--- src/rtl/router_pkt_src.sv ---
// Packet source that feeds a router: header {len,addr}, LFSR payload bytes, then an XOR parity byte.
// Every output is decoded from registered state so busy/start never reach an output combinationally.
module router_pkt_src (
  input  logic       clk,
  input  logic       reset,
  input  logic       start,
  input  logic [1:0] dest_addr,
  input  logic [5:0] pld_len,
  input  logic [7:0] seed,
  input  logic       busy,
  output logic [7:0] datain,
  output logic       packet_valid,
  output logic       ready,
  output logic       done,
  output logic       cfg_err,
  output logic [7:0] pkt_cnt
);

  typedef enum logic [2:0] {
    IDLE    = 3'd0,
    HEADER  = 3'd1,
    PAYLOAD = 3'd2,
    PARITY  = 3'd3,
    GAP     = 3'd4
  } state_t;

  state_t     state;
  state_t     state_next;
  logic [1:0] addr_q;
  logic [5:0] len_q;
  logic [7:0] lfsr;
  logic [7:0] lfsr_next;
  logic [7:0] parity;
  logic [5:0] byte_cnt;
  logic [7:0] cnt_q;
  logic       cfg_err_q;
  logic       start_legal;
  logic       last_payload;
  logic [7:0] header_byte;

  assign start_legal  = (dest_addr != 2'b11) && (pld_len != 6'd0);
  assign lfsr_next    = {lfsr[6:0], lfsr[7] ^ lfsr[5] ^ lfsr[4] ^ lfsr[3]};
  assign last_payload = (byte_cnt == (len_q - 6'd1));
  assign header_byte  = {len_q, addr_q};

  always_ff @(posedge clk) begin
    if (reset) begin
      state <= IDLE;
    end else begin
      state <= state_next;
    end
  end

  // A byte-carrying state only advances on a cycle the router accepts it (busy=0).
  always_comb begin
    state_next = state;
    case (state)
      IDLE:    if (start && start_legal) state_next = HEADER;
      HEADER:  if (!busy) state_next = PAYLOAD;
      PAYLOAD: if (!busy && last_payload) state_next = PARITY;
      PARITY:  if (!busy) state_next = GAP;
      GAP:     state_next = IDLE;
      default: state_next = IDLE;
    endcase
  end

  always_ff @(posedge clk) begin
    if (reset) begin
      addr_q    <= 2'd0;
      len_q     <= 6'd0;
      lfsr      <= 8'h01;
      parity    <= 8'h00;
      byte_cnt  <= 6'd0;
      cnt_q     <= 8'h00;
      cfg_err_q <= 1'b0;
    end else begin
      cfg_err_q <= (state == IDLE) && start && !start_legal;
      case (state)
        IDLE: begin
          if (start && start_legal) begin
            addr_q   <= dest_addr;
            len_q    <= pld_len;
            lfsr     <= (seed == 8'h00) ? 8'h01 : seed;
            parity   <= 8'h00;
            byte_cnt <= 6'd0;
          end
        end
        HEADER: begin
          if (!busy) parity <= header_byte;
        end
        PAYLOAD: begin
          if (!busy) begin
            parity   <= parity ^ lfsr;
            lfsr     <= lfsr_next;
            byte_cnt <= byte_cnt + 6'd1;
          end
        end
        GAP: begin
          // Counter wraps silently at 8 bits.
          cnt_q <= cnt_q + 8'd1;
        end
        default: ;
      endcase
    end
  end

  always_comb begin
    datain       = 8'h00;
    packet_valid = 1'b0;
    case (state)
      HEADER: begin
        datain       = header_byte;
        packet_valid = 1'b1;
      end
      PAYLOAD: begin
        datain       = lfsr;
        packet_valid = 1'b1;
      end
      PARITY: datain = parity;
      default: ;
    endcase
  end

  assign ready   = (state == IDLE);
  assign done    = (state == GAP);
  assign cfg_err = cfg_err_q;
  assign pkt_cnt = cnt_q;

endmodule

--- config.mk ---
export PLATFORM = sky130hd
export DESIGN_NAME = router_pkt_src
export DESIGN_NICKNAME = d
export VERILOG_FILES = /design/src/rtl/router_pkt_src.sv
export SDC_FILE = /design/constraint.sdc
export NUM_CORES = 1
export LEC_CHECK = 0
export ABC_CLOCK_PERIOD_IN_PS = 4500
export CAP_MARGIN = 20
export CORE_ASPECT_RATIO = 1.4
export CORE_MARGIN = 2
export CORE_UTILIZATION = 35
export CTS_CLUSTER_SIZE = 30
export DETAILED_ROUTE_END_ITERATION = 16
export PLACE_DENSITY_LB_ADDON = 0.1
export SLEW_MARGIN = 15
export SYNTH_ARGS = -nofsm -noshare
export SYNTH_HDL_FRONTEND = slang
export SYNTH_SLANG_ARGS = --single-unit
--- constraint.sdc ---
create_clock -name clk -period 4.5 [get_ports clk]
set_clock_uncertainty 0.15 [all_clocks]
set_input_delay 0.675 -clock clk [delete_from_list [all_inputs] [get_ports clk]]
set_output_delay 0.675 -clock clk [all_outputs]
set_load 0.05 [all_outputs]
# Yosys cells after proc, flatten, opt, wreduce, memory -nomap -nowiden
# Cells that the tools add are included.
[op_classes]
shift = 0
n_mux = 18
order_cmp = 0
div = 0
n_addsub = 3
n_mul = 0
n_reduce_logical = 17
bitwise = 4
eq_ne = 11
[ops]
columns = ["op", "n"]
rows = [
  ["$mux W8", 6],
  ["$pmux W8 S3", 2],
  ["$pmux W8 S2", 1],
  ["$mux W3", 4],
  ["$mux W6", 2],
  ["$pmux W3 S4", 1],
  ["$pmux W6 S2", 1],
  ["$ne A2 B2 Y1 const B", 5],
  ["$add A8 B1 Y8 const B", 1],
  ["$logic_not A8 Y1", 1],
  ["$reduce_and A4 Y1", 2],
  ["$xor A8 B8 Y8", 1],
  ["$add A6 B1 Y6 const B", 1],
  ["$eq A3 B2 Y1 const B", 2],
  ["$eq A6 B6 Y1", 1],
  ["$reduce_bool A6 Y1", 1],
  ["$sub A6 B1 Y6 const B", 1],
  ["$logic_and A1 B1 Y1", 5],
  ["$eq A3 B1 Y1 const B", 1],
  ["$eq A3 B3 Y1 const B", 1],
  ["$logic_not A3 Y1", 1],
  ["$reduce_and A3 Y1", 1],
  ["$reduce_bool A3 Y1", 1],
  ["$xor A1 B1 Y1", 3],
  ["other kinds (6)", 7],
]
[totals]
reg_bits = 42
mem_count = 0
latch_bits = 0
ram_bits = 0
romBits = 0
out_inout_bits = 20
word_cells = 61

# Logic depth before layout (Yosys ltp)
[logic_depth]
depth_word = 5
ltp_mapped = 9
ltp_nobuf = 7

# Worst setup path after synthesis
# No wires, ideal clock.
[synth_timing]
path_kind = "register to output"
from = "reg state[1]"
to = "out datain[7]"
arrival_ps = 2352
required_time_ps = 3675
path_slack_ps = 1323
stages_incl_launch_ff = 6
path_buffers = 3
path_cell_list = "dfxtp_1 buf_2 clkbuf_1 clkbuf_1 a21oi_1 a211oi_1"
[synth_via]
elab_chain_len = 2
[synth_lines]
columns = ["item", "line", "rtl"]
rows = [
  ["from (decl)", "27", "state_t state;"],
  ["from (signal assigned)", "50", "state <= state_next;"],
  ["$eq A3 B2 Y1 or $eq A3 B1 Y1 (tied branches)", "110", "case (state)"],
  ["$pmux W8 S3 *", "110", ""],
  ["to (decl)", "11", "output logic [7:0] datain,"],
]
# Every way passes the cells marked *; elsewhere a longest branch is shown, timed or not.

# Final worst setup path
[layout_timing]
from = "reg state[1]"
to = "out datain[1]"
# The elaborated chain is that of the path after synthesis.

==> results.toml <==
[die]
core_area_um2 = 6569
die-area_um2 = 7469
row_count = 35
ios = 40
die_height_um = 101.5
start_util_pct = 36.15
die_w_um = 73.62

[timing]
finalHoldViolations = 0
rsz0062_at_grt = "false"
worst_pin_slew_ps = 856.9
whs_ps = 325.9
setup_viol = 0
fmax_ghz = 0.2628
fin_crit_sh_pct = 84.55
fin_tns_setup_ps = 0
final_max_slew_viol_count = 0
relSlewSlack_pct = 42.80
fin_crit_ps = 3805

[global_route]
grt_use_total_pct = 17.66
grt_pass1_wl_um = 10220
antenna_found_initial = 0
grt_max_degree = 41
grt_pass1_vias = 2043
grt_overflow = 0

[synth]
synth_cells = 287
synth_compound_area_share_pct = 20.76
synthArstFlopShare_pct = 0
yosys.area_share.simple_pct = 24.82
netlist_top_cells_area = "dfxtp_1 (35%), nor2_1 (8.2%), nand2_1 (4.6%)"
ys.warnings.count = 0
synth_edf_count = 0
netlist_area_um2 = 2375
yosysTopAreaCell = "dfxtp_1"
syn_nets = 310
synth_ff_type = "dfxtp_1"
synth_top_family_by_area = "simple AND/OR/NAND/NOR gates"
synth-seq-area-share_pct = 35.41
synthMuxAreaShare_pct = 5.743
synth_seq_cells = 42
synthAdderAreaFrac_pct = 2.002
synth_xor_xnor_area_share_pct = 7.007
syn_area_per_cell_um2 = 8.274
ys_types = 53
yosysTopAreaCellShare_pct = 35.41

[cts]
cts_setup_buffers = 0
cts-resized-gates = 0
cts-buffers-inserted = 5
cts_num_sinks = 42
cts_tree = "yes"
clk_pin_slew_ps = 80
cts_hold_buf = 0
clock_tree.htree_level_count = 2
clk_path_buf_depth = 2
clk_latency_ps = 300
cts-root-buf = "clkbuf_8"

[power]
totalPowerFinal_mw = 1.010
comb_power_share_pct = 30.7
internal_power_mw = 0.6385
p_sw_mw = 0.3716
peakVddDrop_mv = 0.1403
switching_share_pct = 36.79
p_seq_share_pct = 44.5
power_density_nw_per_um2 = 349.8
clockPowerShare_pct = 24.8
p_leak_nw = 1.024

[critical_path]
cp-start-kind = "flip-flop"
path_delay_family = "flip-flops"
cp.arrival_ps = 2980
required_ps = 3670
crit_path_top_delay_cell = "dfxtp_1"
critPathBufInv = 1
max_stage_delay_ps = 880
worstPathCellList = "nor2b_1 -> a22oi_1 -> nor2_1 -> clkdlybuf4s50_1"
critPathCaptureType = "primary output"
rrSetupSlack_ps = 1570
crit_fanout = 25
crit_type = "flip-flop to primary output"

[routing]
wl_per_cell_um = 15.92
drc = 0
viasPerCell = 5.500
ant_nets = 0
wl_um = 6242
drt-initial-drc-count = 170
via_count = 2156
first_pass_iters = 6

[layout]
antenna_cells = 0
stdcell_count = 392
final_cell_mix = "nor2_1 (52), dfxtp_1 (42), clkdlybuf4s50_1 (39)"
syn2layout_area_growth_pct = 21.60
nets = 340
drive_gt1_share_pct = 8.176
fin_area_um2 = 2888
final_common_cell = "nor2_1"
fillers = 678

[placement]
portBuffers = 39
place_hpwl_um = 4432
place.gp.congestion = 0.7683
place_area_um2 = 2798
place_inst = 384

[hold_path]
hold_class = "flip-flop to flip-flop"

[run]
max_cap_violations = 0

[outcome]
outcome = "finished clean"
state kept, by name (all words and copies together) (netlist names):
| name | cells |
|---|---|
| addr_q | 2 |
| byte_cnt | 6 |
| cfg_err | 1 |
| len_q | 6 |
| lfsr | 8 |
| parity | 8 |
| pkt_cnt | 8 |
| state | 3 |
through the flow:
stage,util [%],setup WS (ps)
after CTS,43.96,696.4
after detailed placement,42.59,1031
after floorplan,-,1323
after global routing,43.96,536.7
after global placement,42.59,1033
final,43.96,695.3
final timing paths:
check             depth (start not counted)                    from                     end
setup reg to reg                          6   state[1]$_SDFFE_PP0P_    lfsr[6]$_SDFFE_PP0P_
hold reg to reg                           2  parity[4]$_SDFFE_PP0P_  parity[4]$_SDFFE_PP0P_
setup / recovery                          4   state[1]$_SDFFE_PP0P_               datain[1]
hold / removal                            2  parity[4]$_SDFFE_PP0P_  parity[4]$_SDFFE_PP0P_
Yosys cell counts, types with 4 or more instances:
library cell,n
a22oi_1,9
o21a_1,7
a21oi_1,15
nand3_1,4
nor3_1,8
dfxtp_1,42
xnor2_1,8
clkbuf_1,15
nor2b_1,5
o32ai_1,8
mux2i_1,8
xor2_1,11
nand2_1,29
o21ai_0,4
nor2_1,52
a311oi_1,5
mux2_2,5
layout make-up:
cell class / instances / area [µm²] / share of cell area, %
flip-flops and latches: 42 / 840.8 / 29.12
multi-input cells: 222 / 1433 / 49.61
repair buffers: 43 / 420.4 / 14.56
clock buffers: 5 / 68.82 / 2.383
clock inverters: 3 / 21.27 / 0.7366
inverters: 3 / 11.26 / 0.3899
well taps: 74 / 92.59 / 3.206
power groups by stage:
stage / Clock [mW] / Sequential (mW) / Combinational [mW]
global placement: 0 / 0.458 / 0.310
CTS: 0.258 / 0.449 / 0.313
detailed placement: 0 / 0.458 / 0.312
finish: 0.251 / 0.450 / 0.310
floorplan: 0 / 0.425 / 0.250
global route: 0.274 / 0.457 / 0.337
worst register-to-register path, cell delays in order, from the launching register on:
cell	delay, ps
dfxtp_1	880
or3b_1	450
buf_4	220
nor2_1	300
or2_1	480
nor2_1	100
a311oi_2	260
metal layers:
layer | part of all wire [%] | global-route usage, % | vias to the layer above
li1 | - | - | 1093
met1 | 45 | 23.34 | 993
met2 | 48 | 29.46 | 65
met3 | 5.3 | 2.786 | 5
met4 | 1.1 | 5.035 | 0
met5 | 0 | 0 | -
cells by family after synthesis:
group           Yosys count
buf+inv                  23
fa+ha+maj                 4
compound gates           64
mux                      13
flops                    42
simple gates            122
xor+xnor                 19
No activity file was read; power rests on OpenSTA's default activity.
